`config.mk`:
```
export PLATFORM = sky130hd
export DESIGN_NAME = bus_rr_arbiter_flat
export DESIGN_NICKNAME = d
export VERILOG_FILES = /design/src/rtl/bus_rr_arbiter_if.sv /design/src/rtl/bus_rr_arbiter.sv /design/src/flat_wrapper.sv
export SDC_FILE = /design/constraint.sdc
export NUM_CORES = 1
export LEC_CHECK = 0
export BUFFER_PORTS_ARGS = -buffer_cell sky130_fd_sc_hd__buf_4
export CAP_MARGIN = 5
export CORE_MARGIN = 10
export CORE_UTILIZATION = 53
export CTS_BUF_LIST = sky130_fd_sc_hd__clkbuf_16
export DETAILED_ROUTE_END_ITERATION = 6
export HOLD_SLACK_MARGIN = 0.06
export PLACE_DENSITY = 0.76
export SYNTH_ARGS = -nofsm -noshare
export SYNTH_HDL_FRONTEND = slang
export SYNTH_SLANG_ARGS = --single-unit
```
`constraint.sdc`:
```
create_clock -name clk -period 2.65 [get_ports clk]
set_clock_uncertainty 0.2 [all_clocks]
set_input_delay 0.3975 -clock clk [delete_from_list [all_inputs] [get_ports clk]]
set_output_delay 0.3975 -clock clk [all_outputs]
set_load 0.01 [all_outputs]
```
`src/rtl/bus_rr_arbiter_if.sv`:
```
// Bus arbitration interface between the four masters and the round-robin arbiter.
//   req       : per-master request, bit i belongs to master i
//   grant     : registered one-hot grant, all-zero when idle
//   grant_idx : binary index of the current owner (valid while bus_busy=1)
//   bus_busy  : any grant bit set
//   preempt   : one-cycle pulse on the first cycle of a forced-rotation grant
// Modports: master (request side), slave (arbiter side).
interface bus_rr_arbiter_if;
  logic [3:0] req;
  logic [3:0] grant;
  logic [1:0] grant_idx;
  logic       bus_busy;
  logic       preempt;

  modport master (output req, input grant, input grant_idx, input bus_busy, input preempt);
  modport slave  (input req, output grant, output grant_idx, output bus_busy, output preempt);
endinterface

```
`src/rtl/bus_rr_arbiter.sv`:
```
// Four-master round-robin bus arbiter with registered one-hot grants.
// Ports:
//   clk     : bus clock, rising-edge active
//   reset_n : asynchronous active-low reset
//   bus     : bus_rr_arbiter_if.slave (req in; grant, grant_idx, bus_busy, preempt out)
// Parameter MAX_HOLD (2..255): longest grant while another master waits.
// Optional macro BUS_ARB_HOLD_LIMIT_EN enables the hold-limit timer and the
// preempt pulse; without it an owner keeps the bus until its req drops and
// preempt is tied low.
module bus_rr_arbiter #(
  parameter int unsigned MAX_HOLD = 8
) (
  input  logic            clk,
  input  logic            reset_n,
  bus_rr_arbiter_if.slave bus
);

  localparam logic [0:0] IDLE = 1'b0;
  localparam logic [0:0] OWN  = 1'b1;

  // Elaboration-time guard on the hold-limit range.
  if (MAX_HOLD < 2 || MAX_HOLD > 255) begin : g_bad_max_hold
    $error("bus_rr_arbiter: MAX_HOLD must be within 2..255");
  end

  logic [0:0] state, state_nxt;
  logic [3:0] grant_q, grant_nxt;
  logic [1:0] idx_q, idx_nxt;
  logic [1:0] prio_ptr, ptr_nxt;
  logic       busy_q, busy_nxt;
  logic [3:0] search_mask;
  logic       found;
  logic [1:0] cand;
  logic       take;

`ifdef BUS_ARB_HOLD_LIMIT_EN
  localparam logic [7:0] HOLD_LAST = 8'(MAX_HOLD - 1);
  logic [7:0] hold_cnt, hold_nxt;
  logic       preempt_q, preempt_nxt;
`endif

  // First set bit of mask, scanning from ptr+1 and wrapping mod 4.
  function automatic logic [2:0] pick(input logic [3:0] mask, input logic [1:0] ptr);
    logic       hit;
    logic [1:0] sel;
    logic [1:0] idx;
    hit = 1'b0;
    sel = 2'd0;
    for (int k = 1; k <= 4; k++) begin
      idx = ptr + 2'(k);
      if (mask[idx] && !hit) begin
        hit = 1'b1;
        sel = idx;
      end
    end
    return {hit, sel};
  endfunction

  // State and registered outputs.
  always_ff @(posedge clk or negedge reset_n) begin
    if (!reset_n) begin
      state    <= IDLE;
      grant_q  <= 4'd0;
      idx_q    <= 2'd0;
      prio_ptr <= 2'd3;
      busy_q   <= 1'b0;
`ifdef BUS_ARB_HOLD_LIMIT_EN
      hold_cnt  <= 8'd0;
      preempt_q <= 1'b0;
`endif
    end else begin
      state    <= state_nxt;
      grant_q  <= grant_nxt;
      idx_q    <= idx_nxt;
      prio_ptr <= ptr_nxt;
      busy_q   <= busy_nxt;
`ifdef BUS_ARB_HOLD_LIMIT_EN
      hold_cnt  <= hold_nxt;
      preempt_q <= preempt_nxt;
`endif
    end
  end

  // Next-state and next-output decode.
  always_comb begin
    state_nxt = state;
    grant_nxt = grant_q;
    idx_nxt   = idx_q;
    ptr_nxt   = prio_ptr;
    busy_nxt  = busy_q;
    take      = 1'b0;
`ifdef BUS_ARB_HOLD_LIMIT_EN
    hold_nxt    = hold_cnt;
    preempt_nxt = 1'b0;
`endif
    // While owning, the owner is excluded; prio_ptr equals the owner, so it
    // would otherwise be found last anyway.
    search_mask   = (state == OWN) ? (bus.req & ~grant_q) : bus.req;
    {found, cand} = pick(search_mask, prio_ptr);

    case (state)
      IDLE: begin
        if (found) take = 1'b1;
      end
      OWN: begin
        if (!bus.req[idx_q]) begin
          if (found) begin
            take = 1'b1;
          end else begin
            state_nxt = IDLE;
            grant_nxt = 4'd0;
            busy_nxt  = 1'b0;
          end
        end
`ifdef BUS_ARB_HOLD_LIMIT_EN
        else if (found && hold_cnt == HOLD_LAST) begin
          take        = 1'b1;
          preempt_nxt = 1'b1;
        end else if (hold_cnt != HOLD_LAST) begin
          hold_nxt = hold_cnt + 8'd1;
        end
`endif
      end
      default: state_nxt = IDLE;
    endcase

    if (take) begin
      state_nxt = OWN;
      grant_nxt = 4'b0001 << cand;
      idx_nxt   = cand;
      ptr_nxt   = cand;
      busy_nxt  = 1'b1;
`ifdef BUS_ARB_HOLD_LIMIT_EN
      hold_nxt  = 8'd0;
`endif
    end
  end

  assign bus.grant     = grant_q;
  assign bus.grant_idx = idx_q;
  assign bus.bus_busy  = busy_q;
`ifdef BUS_ARB_HOLD_LIMIT_EN
  assign bus.preempt   = preempt_q;
`else
  assign bus.preempt   = 1'b0;
`endif

endmodule

```
`src/flat_wrapper.sv`:
```
// flat-port wrapper written by rule: the top's interface ports become plain ports
module bus_rr_arbiter_flat 
#(
  parameter int unsigned MAX_HOLD = 8
)
  (clk, reset_n, bus_req, bus_grant, bus_grant_idx, bus_bus_busy, bus_preempt);
  bus_rr_arbiter_if bus_i ();
  input  logic clk;
  input  logic reset_n;
  input wire logic [$bits(bus_i.req)-1:0] bus_req;
  output wire logic [$bits(bus_i.grant)-1:0] bus_grant;
  output wire logic [$bits(bus_i.grant_idx)-1:0] bus_grant_idx;
  output wire logic [$bits(bus_i.bus_busy)-1:0] bus_bus_busy;
  output wire logic [$bits(bus_i.preempt)-1:0] bus_preempt;
  assign bus_i.req = bus_req;
  assign bus_grant = bus_i.grant;
  assign bus_grant_idx = bus_i.grant_idx;
  assign bus_bus_busy = bus_i.bus_busy;
  assign bus_preempt = bus_i.preempt;
  bus_rr_arbiter #(.MAX_HOLD(MAX_HOLD)) u_core (.clk(clk), .reset_n(reset_n), .bus(bus_i));
endmodule
```
==> Word-level counts from Yosys, hierarchy flattened <==
Index checks and enable logic that the tools add are counted.
{ "word_totals": {"reg_bits": 10, "latch_bits": 0, "ramBits": 0, "romBits": 0, "memories": 0} }
{ "classes": {"n_addsub": 3, "multipliers": 0, "n_div": 0, "magnitude_cmp": 5, "n_eq_ne": 2, "shift": 1, "muxes": 33, "bitwise_logic": 3, "n_reduce_logical": 8} }
{ "ops": {"columns": ["op", "n"], "rows": [
  ["$mux 4", 5],
  ["$mux 1", 18],
  ["$lt 2x3->1 const B", 5],
  ["$bmux 1 s2", 5],
  ["$mux 2", 4],
  ["$add 2x2->2 const B", 2],
  ["$and 4x4->4", 1],
  ["$not 4->4", 1],
  ["$shl 1x2->4 const A", 1],
  ["$logic_and 1x1->1", 3],
  ["$logic_not 1->1", 3],
  ["$reduce_and 3->1", 1],
  ["$add 2x1->2 const B", 1],
  ["$ne 2x1->1 const B", 1],
  ["$ne 2x2->1 const B", 1],
  ["$pmux 1 s2", 1],
  ["$reduce_bool 2->1", 1],
  ["$not 1->1", 1]
]} }

==> Longest topological paths before layout <==
Gate-level depths: netlist of run 1.
{ "logic_depth": {"word_depth": 20, "depth_mapped": 7, "mapped_depth_nobuf": 5} }

==> Least setup slack after synthesis of run 1 <==
OpenSTA, ideal clock, no wires.
{ "synth_timing": {"kind": "register to register", "from": "register u_core.prio_ptr[0]", "to": "register u_core.grant_q[2] (netlist: u_core.bus.grant[2])", "setup_ns": 0.095, "t_arrival_ns": 1.829, "slack_ns": 0.526, "stages_incl_launch_ff": 7, "path_buffers": 1, "period_less_slack_ns": 2.124, "cell_sequence": "dfstp_2 -> buf_6 -> mux2_4 -> a221o_1 -> a21o_1 -> and4bb_4 -> o32ai_2"} }
{ "synth_via": {"elab_chain_cells": 18, "word_cells_on_any_way": 34, "classes_between": "add/sub (3); eq/ne (2); shift (1); mux (20); reduce/logical (8)"} }
{ "synth_rtl": {"columns": ["item", "line_no", "source"], "rows": [
  ["start: declaration", "bus_rr_arbiter.sv:29", "logic [1:0] prio_ptr, ptr_nxt;"],
  ["start signal: assignment", "bus_rr_arbiter.sv:75", "prio_ptr <= ptr_nxt;"],
  ["$add 2x1->2", "bus_rr_arbiter.sv:50", "idx = ptr + 2'(k);"],
  ["$bmux 1 s2", "bus_rr_arbiter.sv:51", "if (mask[idx] && !hit) begin"],
  ["$mux 1 (implied by the code)", "bus_rr_arbiter.sv:51", null],
  ["$mux 1", "bus_rr_arbiter.sv:51", null],
  ["$logic_not 1->1", "bus_rr_arbiter.sv:51", null],
  ["$logic_and 1x1->1", "bus_rr_arbiter.sv:51", null],
  ["$mux 1", "bus_rr_arbiter.sv:51", null],
  ["$logic_not 1->1", "bus_rr_arbiter.sv:51", null],
  ["[2 not listed]", null, null],
  ["$logic_not 1->1", "bus_rr_arbiter.sv:51", null],
  ["$logic_and 1x1->1", "bus_rr_arbiter.sv:51", null],
  ["$mux 1", "bus_rr_arbiter.sv:51", null],
  ["$mux 1", "bus_rr_arbiter.sv:103, bus_rr_arbiter.sv:107", null],
  ["$mux 1", "bus_rr_arbiter.sv:106", "if (!bus.req[idx_q]) begin"],
  ["$pmux 1 s2", "bus_rr_arbiter.sv:101", "case (state)"],
  ["$ne 2x2->1 (no line), or another cell as far along", null, null],
  ["$reduce_and 3->1 (no line)", null, null],
  ["end signal: assignment", "bus_rr_arbiter.sv:73", "grant_q <= grant_nxt;"],
  ["end: declaration", "bus_rr_arbiter.sv:27", "logic [3:0] grant_q, grant_nxt;"]
]} }
Several ways; a longest one is shown, not always the timed one. The select of a mux whose other input is x is not followed.
A chain may end at the register's enable or synchronous reset.

==> Final worst setup path of run 1 <==
Ends and elaborated chain as after synthesis.

==> flow_metrics.tcl, run 1 <==
set metrics [dict create \
    status "finished, final reports clean" \
    via_per_inst 6.366 \
    pin_count 14 \
    ant_nets 0 \
    synth_ff_type "dfrtp_1" \
    clockRootBuffer "clkbuf_16" \
    avgRoutedWirePerCell_um 18.22 \
    netlist_instances 83 \
    tritoncts "built" \
    busiest_layer "met2" \
    holdWs_ns 0.3439 \
    p_per_area_nw_per_um2 1300 \
    crit_fanout 16 \
    grtUsageTotal 0.1316 \
    synth.area.top_cells "dfrtp_1 26%, dfstp_2 6.8%, o31ai_1 4.8%, nand2_1 4.3%, mux2i_1 3.9%" \
    io_buffers 12 \
    drt_iter0_markers 24 \
    clk_pin_slew_ns 0.04 \
    synth_top_cell_by_area "dfrtp_1" \
    syn_area_um2 777.0 \
    grt_max_degree 17 \
    cap_violations 0 \
    hold_viol_final 0 \
    cp_data_arrival_time_ns 2.30 \
    grt_pass1_wl_mm 3.581 \
    numCtsBuffers 3 \
    p_leak_nw 0.4304 \
    setup_viol 0 \
    slowest_stage "dfstp_2" \
    dp.cells 107 \
    rsz0062_at_grt "false" \
    critical-path-max-stage-delay_ns 0.72 \
    synth_commonest_cells "9 x nand2_1, 8 x dfrtp_1, 6 x nor2_1" \
    clock_sinks 10 \
    yosysWarnings 0 \
    final_util 0.7158 \
    synth_most_common_cell "nand2_1" \
    hpwl_mm 1.438 \
    htreeDepth 1 \
    synth.distinct_cells 37 \
    die_w_um 58.29 \
    use_met1 0.1584 \
    met2_usage 0.1988 \
    setup_tns_ns 0 \
    hp-class "input port to async pin" \
    period_share 0.8919 \
    ys_seq_area_frac 0.3253 \
    gp_congestion 0.8902 \
    synth_fp_nets 89 \
    cts_setup_buffers 0 \
    vdd_drop_max_mv 0.8816 \
    diodes 0 \
    via_count 713 \
    synth_top_area_share 0.2576 \
    post-route-drc-count 0 \
    drive_above_1_share 0.3093 \
    syn_area_per_cell_um2 9.361 \
    setup_slack_ns 0.2864 \
    final_area_um2 954.7 \
    drv_slew 0 \
    rrSetupSlack_ns 0.29 \
    finalNonFillerCells 112 \
    grt_pass1_vias 738 \
    antenna_found_initial 0 \
    startpoint_type "flip-flop" \
    crit_type "flip-flop to flip-flop" \
    async_flop_share 1.000 \
    synth-edff-count 0 \
    syn2layout_area_growth_pct 22.87 \
    worstPathRequired_ns 2.59 \
    nets 104 \
    endpoint_kind "flip-flop" \
    die_h_um 58.29 \
    post-place-ws_ns 0.3050 \
    grt.overflow.total 0 \
    crit_chain "mux2_4 > a221o_1 > a21o_1 > and4bb_4 > o32ai_2" \
    total_power_mw 1.241 \
    insertion_delay_ns 0.24 \
    start_util 0.5826 \
    r2r_cells 5 \
    dieArea_um2 3398 \
    period_needed_ns 2.364 \
    synth_seq_cells 10 \
    cts_max_path_buffers 2 \
    drt_wl_total_mm 2.041 \
    drtPass1Iterations 4 \
    core-area_um2 1334 \
    timing.fmax_ghz 0.4231 \
    met3_usage 0.03648 \
    dpl_cell_area_um2 865.8 \
    rows 13 \
]
## report_power, final
| group | total [mW] | internal, mW | switching (mW) |
|---|---|---|---|
| registers | 0.347 | 0.230 | 0.117 |
| clock network | 0.263 | 0.197 | 0.0659 |
| logic | 0.631 | 0.316 | 0.315 |
| total | 1.24 | 0.743 | 0.498 |
## state kept, by name, indices dropped and copies added, names as in the netlist
name and cells:
u_core.bus.grant 4, u_core.bus.grant_idx 2, u_core.prio_ptr 2, u_core.bus.bus_busy 1
u_core.state 1
## cell type report
class / count / area (um^2)
Timing Repair Buffer: 14 / 107.6
Multi-Input combinational cell: 65 / 481.7
Sequential cell: 10 / 252.7
Fill cell: 111 / 379.1
Inverter: 4 / 15.01
Clock inverter: 1 / 3.754
Tap cell: 15 / 18.77
Clock buffer: 3 / 75.07
## path summary, 6_finish.rpt
kind                                           startpoint                         endpoint
min in group clk           u_core.prio_ptr[1]$_DFFE_PN1P_   u_core.prio_ptr[1]$_DFFE_PN1P_
max reg2reg                u_core.prio_ptr[0]$_DFFE_PN1P_  u_core.bus.grant[2]$_DFFE_PN0P_
min reg2reg                u_core.prio_ptr[1]$_DFFE_PN1P_   u_core.prio_ptr[1]$_DFFE_PN1P_
max in group asynchronous                         reset_n   u_core.prio_ptr[0]$_DFFE_PN1P_
max                        u_core.prio_ptr[0]$_DFFE_PN1P_  u_core.bus.grant[2]$_DFFE_PN0P_
min                                               reset_n  u_core.bus.grant[3]$_DFFE_PN0P_
## kinds of logic (layout without fill, tap and decap cells)
logic type             count (synthesis)  count (layout)  synth area share
buffers and inverters                  8              22           0.05474
and+or+nand+nor                       26              26            0.1675
DFF                                   10              10            0.3253
AOI/OAI and AO/OA                     30              30            0.3124
muxes                                  8               8            0.1353
other                                  1               1          0.004826
## routing by layer
metal / vias up / part of all wire / wire (um)
met2: 26 / 0.46 / 937
li1: 338 / - / -
met5: - / 0 / 0
met3: 7 / 0.069 / 140
met4: 0 / 0.036 / 74
met1: 342 / 0.44 / 889
## placed cells by master (no fill, tap or decap), types with 3 or more instances in the layout
| master | synthesis | layout |
|---|---|---|
| a21o_1 | 3 | 3 |
| inv_1 | 4 | 5 |
| clkbuf_16 | 0 | 3 |
| mux2i_1 | 3 | 3 |
| nand3_1 | 3 | 3 |
| nand2_1 | 9 | 9 |
| dfrtp_1 | 8 | 8 |
| o31ai_1 | 5 | 5 |
| nor2_1 | 6 | 6 |
| a21oi_1 | 4 | 4 |
| a211oi_1 | 3 | 3 |
| buf_4 | 1 | 13 |
## critical path, delay by kind of cell (launching register included)
kind | cells | cell delay, ns
mux | 1 | 0.33
flops | 1 | 0.72
compound gates | 3 | 0.82
simple gates | 1 | 0.21
## timing repair
item | 4_1_cts | 5_1_grt
endpoints found under the hold margin | 10 | 0
hold buffers | 1 | 0
resized for setup | 0 | 0
(Power assumes the default switching activity.)
==> run 2, diff against run 1 <==
==> constraint.sdc (replaced) <==
create_clock -name clk -period 2.2 [get_ports clk]
set_clock_uncertainty 0.2 [all_clocks]
set_input_delay 0.33 -clock clk [delete_from_list [all_inputs] [get_ports clk]]
set_output_delay 0.33 -clock clk [all_outputs]
set_load 0.01 [all_outputs]
==> flow_metrics.tcl, run 2 (same netlist as run 1, synthesis figures left out) <==
set metrics [dict create \
    hold_viol_final 0 \
    setup_slack_ns -0.004283 \
    drive_above_1_share 0.3564 \
    p_int_mw 0.9369 \
    grt_pass1_wl_mm 3.243 \
    dpl_cell_area_um2 888.4 \
    numCtsBuffers 3 \
    status "finished, violations left" \
    p_comb_frac 0.548 \
    avgRoutedWirePerCell_um 16.75 \
    start_util 0.5826 \
    nets 108 \
    cp_data_arrival_time_ns 2.13 \
    vdd_drop_max_mv 1.018 \
    ant_nets 0 \
    hpwl_mm 1.498 \
    grt_pass1_vias 697 \
    worstPathRequired_ns 2.13 \
    antenna_found_initial 0 \
    power_frac_seq 0.250 \
    hp-class "input port to async pin" \
    period_share 1.002 \
    drt_iter0_markers 9 \
    grt.overflow.total 0 \
    gp_congestion 0.9083 \
    r2r_cells 5 \
    crit_type "flip-flop to flip-flop" \
    multi_input_area_um2 491.7 \
    clk_pin_slew_ns 0.04 \
    pin_count 14 \
    post-place-ws_ns -0.03406 \
    core-area_um2 1334 \
    crit_fanout 6 \
    violations "negative setup slack" \
    rows 13 \
    cts_max_path_buffers 2 \
    timing.fmax_ghz 0.4537 \
    holdWs_ns 0.2704 \
    final_common_cell "buf_4" \
    clock_sinks 10 \
    seq_area_um2 252.7 \
    post-route-drc-count 0 \
    critical-path-max-stage-delay_ns 0.60 \
    swShare 0.3934 \
    via_per_inst 6.190 \
    final_util 0.7458 \
    p_per_area_nw_per_um2 1553 \
    setup_tns_ns -0.004283 \
    p_clk_frac 0.202 \
    die_h_um 58.29 \
    p_switching_mw 0.6077 \
    drt_wl_total_mm 1.943 \
    rsz0062_at_grt "true" \
    final_area_um2 994.7 \
    endpoint_kind "flip-flop" \
    via_count 718 \
    crit_chain "mux2_4 > a221o_1 > o21a_1 > a2bb2oi_2 > o41ai_2" \
    largest_register_ffs 4 \
    period_needed_ns 2.204 \
    final_cell_mix "17 x buf_4, 9 x nand2_1, 8 x dfrtp_1, 6 x nor2_1, 5 x inv_1" \
    drv_slew 0 \
    diodes 0 \
    insertion_delay_ns 0.23 \
    io_buffers 12 \
    drtPass1Iterations 4 \
    slowest_stage "dfstp_2" \
    dieArea_um2 3398 \
    die_w_um 58.29 \
    grt_max_degree 12 \
    grtUsageTotal 0.1203 \
    htreeDepth 1 \
    startpoint_type "flip-flop" \
    setup_viol 1 \
    tritoncts "built" \
    cap_violations 0 \
    syn2layout_area_growth_pct 28.02 \
    p_leak_nw 0.4526 \
    clockRootBuffer "clkbuf_16" \
    n_fill_cell 97 \
]
==> run 2: metal layers <==
metal / routed length [um] / up-vias / global-route usage
met5: 0 / - / 0
met4: 73 / 0 / 0.08725
met3: 94 / 8 / 0.03219
met2: 893 / 16 / 0.1882
met1: 882 / 347 / 0.1372
li1: - / 347 / -
==> run 2: timing repair <==
item                                    CTS  global route
pin swaps                                 2             3
endpoints found under the hold margin    10             0
buffers inserted                          1             0
hold buffers                              1             0
endpoints found under the setup margin    3             5
gates cloned                              0             0
resized for setup                         1             1
==> run 2: per-stage QoR <==
stage | power [mW] | std cells
after floorplan | 0.9600 | 83
after global placement | 1.173 | 110
after detailed placement | 1.187 | 110
after CTS | 1.541 | 116
after global routing | 1.644 | 116
final | 1.545 | 116
==> run 2: worst max-delay path, delay by kind of cell, from the launching register on <==
family,cells,cell delay [ns]
DFF,1,0.60
muxes,1,0.32
AOI/OAI and AO/OA,4,0.97
==> run 2: layout make-up <==
class	count	share of cell area
multi-input cells	65	0.4943
flip-flops and latches	10	0.2541
repair buffers	18	0.1384
clock buffers	3	0.07547
well taps	15	0.01887
inverters	4	0.01509
clock inverters	1	0.003774
==> run 2: worst paths after layout <==
check / start / end / slack [ns]
max in group asynchronous: reset_n / u_core.prio_ptr[1]$_DFFE_PN1P_ / 1.31
worst min register to register: u_core.prio_ptr[1]$_DFFE_PN1P_ / u_core.prio_ptr[1]$_DFFE_PN1P_ / 0.34
min in group clk: u_core.prio_ptr[1]$_DFFE_PN1P_ / u_core.prio_ptr[1]$_DFFE_PN1P_ / 0.34
worst max-delay path: u_core.prio_ptr[0]$_DFFE_PN1P_ / u_core.bus.grant[3]$_DFFE_PN0P_ / -0.004
worst min-delay path: reset_n / u_core.bus.grant[1]$_DFFE_PN0P_ / 0.27
worst max register to register: u_core.prio_ptr[0]$_DFFE_PN1P_ / u_core.bus.grant[3]$_DFFE_PN0P_ / -0.004
==> run 2: power by group through the flow <==
stage / Clock [mW] / Combinational, mW / Sequential, mW
after floorplan: 0 / 0.598 / 0.362
after global placement: 0 / 0.790 / 0.384
after detailed placement: 0 / 0.802 / 0.386
after CTS: 0.319 / 0.843 / 0.380
after global routing: 0.329 / 0.916 / 0.399
final: 0.312 / 0.846 / 0.386
==> run 3, diff against run 2 <==
==> constraint.sdc (replaced) <==
create_clock -name clk -period 2.2 [get_ports clk]
set_clock_uncertainty 0.2 [all_clocks]
set_input_delay 0.66 -clock clk [delete_from_list [all_inputs] [get_ports clk]]
set_output_delay 0.66 -clock clk [all_outputs]
set_load 0.01 [all_outputs]
==> flow_metrics.tcl, run 3 (same netlist as run 1, synthesis figures left out) <==
set metrics [dict create \
    status "finished, violations left" \
    violations "negative setup slack" \
    syn2layout_area_growth_pct 36.72 \
    post-route-drc-count 0 \
    setup_viol 2 \
    rsz0062_at_grt "true" \
    dieArea_um2 3398 \
    rrSetupSlack_ns -0.02 \
    io_buffers 12 \
    met3WireLength_um 131 \
    die_h_um 58.29 \
    period_needed_ns 2.215 \
    reg2reg_from "u_core.prio_ptr[0]$_DFFE_PN1P_" \
    tritoncts "built" \
    nets 115 \
    n_fill_cell 90 \
    r2r_cells 6 \
    crit_fanout 7 \
    critical-path-max-stage-delay_ns 0.62 \
    crit_chain "mux2_4 > a22o_1 > buf_4 > o21a_1 > a2bb2oi_2 > o41ai_2" \
    core-area_um2 1334 \
    insertion_delay_ns 0.23 \
    cp_data_arrival_time_ns 2.12 \
    p_per_area_nw_per_um2 1580 \
    vdd_drop_max_mv 1.007 \
    setup_slack_ns -0.01504 \
    p_leak_nw 0.4845 \
    cts_max_path_buffers 2 \
    htreeDepth 1 \
    pin_count 14 \
    whs_endpoint "u_core.bus.grant_idx[1]$_DFFE_PN0P_" \
    gp_congestion 0.8971 \
    antenna_found_initial 0 \
    clock_sinks 10 \
    topRoutingLayerUsed "met4" \
    diodes 0 \
    endpoint_kind "flip-flop" \
    via_per_inst 6.205 \
    worstPathRequired_ns 2.10 \
    drive_above_1_share 0.4206 \
    startpoint_type "flip-flop" \
    cp_top_family "compound AO/OA/AOI/OAI gates" \
    clockRootBuffer "clkbuf_16" \
    drtPass1Iterations 6 \
    final_util 0.7964 \
    grt_pass1_vias 780 \
    drv_slew 0 \
    grt_max_degree 12 \
    die_w_um 58.29 \
    period_share 1.007 \
    holdWs_ns 0.3409 \
    drt_iter0_markers 23 \
    start_util 0.5826 \
    reg2reg_to "u_core.bus.grant[3]$_DFFE_PN0P_" \
    hp-class "flip-flop to flip-flop" \
    hpwl_mm 1.590 \
    via_count 757 \
    min_from "u_core.bus.grant_idx[1]$_DFFE_PN0P_" \
    setup_tns_ns -0.01568 \
    rows 13 \
    final_cell_mix "24 x buf_4, 9 x nand2_1, 8 x dfrtp_1, 6 x nor2_1" \
    route.met2.wl_mm 1.083 \
    timing.fmax_ghz 0.4515 \
    largest_register_ffs 4 \
    numCtsBuffers 3 \
    avgRoutedWirePerCell_um 17.66 \
    grtUsageTotal 0.1317 \
    final_common_cell "buf_4" \
    holdPathStages 1 \
    cap_violations 0 \
    critPathBufInv 1 \
    total_power_mw 1.678 \
    drt_wl_total_mm 2.155 \
    crit_type "flip-flop to flip-flop" \
    slowest_stage "dfstp_2" \
    drt-met1-wl_um 925 \
    hold_viol_final 0 \
    grt.overflow.total 0 \
    clk_pin_slew_ns 0.04 \
    ant_nets 0 \
    grt_pass1_wl_mm 3.581 \
]
## run 3: cell types whose count changed in the layout (fill, tap and decap cells not counted)
cell / delta
buf_4: +7
a211oi_1: -1
a211oi_2: +1
inv_1: -1
nor3_1: -1
nor3_2: +1
o31ai_2: -1
o31ai_4: +1
## run 3: layer usage
metal | vias up | track usage
li1 | 362 | -
met1 | 366 | 0.1524
met2 | 27 | 0.2185
met3 | 2 | 0.03433
met4 | 0 | 0.06376
met5 | - | 0
## run 3: per-stage QoR
| step | setup slack [ns] | area [um^2] | instances |
|---|---|---|---|
| 6_report | -0.01504 | 1062 | 122 |
| 5_1_grt | -0.1011 | 1062 | 122 |
| 4_1_cts | -0.009877 | 1039 | 122 |
| 3_5_place_dp | -0.01878 | 933.4 | 116 |
| 3_3_place_gp | -0.003249 | 933.4 | 116 |
| 2_1_floorplan | 0.07581 | 777.0 | 83 |
## run 3: worst max path at each step
| stage | startpoint | end | depth (start not counted) |
|---|---|---|---|
| 6_report | u_core.prio_ptr[0]$_DFFE_PN1P_ | u_core.bus.grant[3]$_DFFE_PN0P_ | 6 |
| 4_1_cts | u_core.prio_ptr[0]$_DFFE_PN1P_ | u_core.bus.grant[3]$_DFFE_PN0P_ | 5 |
| 2_1_floorplan | u_core.prio_ptr[0]$_DFFE_PN1P_ | u_core.bus.grant[2]$_DFFE_PN0P_ | 6 |
| 3_3_place_gp | u_core.prio_ptr[0]$_DFFE_PN1P_ | u_core.bus.grant[3]$_DFFE_PN0P_ | 5 |
| 3_5_place_dp | u_core.prio_ptr[0]$_DFFE_PN1P_ | u_core.bus.grant[3]$_DFFE_PN0P_ | 5 |
| 5_1_grt | u_core.prio_ptr[0]$_DFFE_PN1P_ | u_core.bus.grant_idx[0]$_DFFE_PN0P_ | 6 |
## run 3: final cells by class
type                            instances  area, um^2  area share
Multi-Input combinational cell         65       510.5      0.4806
Timing Repair Buffer                   25       190.2      0.1790
Inverter                                4       15.01     0.01413
Sequential cell                        10       252.7      0.2379
Tap cell                               15       18.77     0.01767
Clock buffer                            3       75.07     0.07067
## run 3: repair_timing
| item | CTS | global route |
|---|---|---|
| hold endpoints to repair | 8 | 0 |
| pin swaps | 3 | 5 |
| setup buffers | 2 | 0 |
| hold buffers | 1 | 0 |
| gates resized for setup | 1 | 4 |
| setup endpoints to repair | 1 | 6 |
## run 3: power by group
group          internal, mW  switching (mW)  total [mW]
clock                 0.235          0.0731       0.308
sequential            0.276           0.110       0.387
combinational         0.512           0.473       0.984
total                  1.02           0.656        1.68
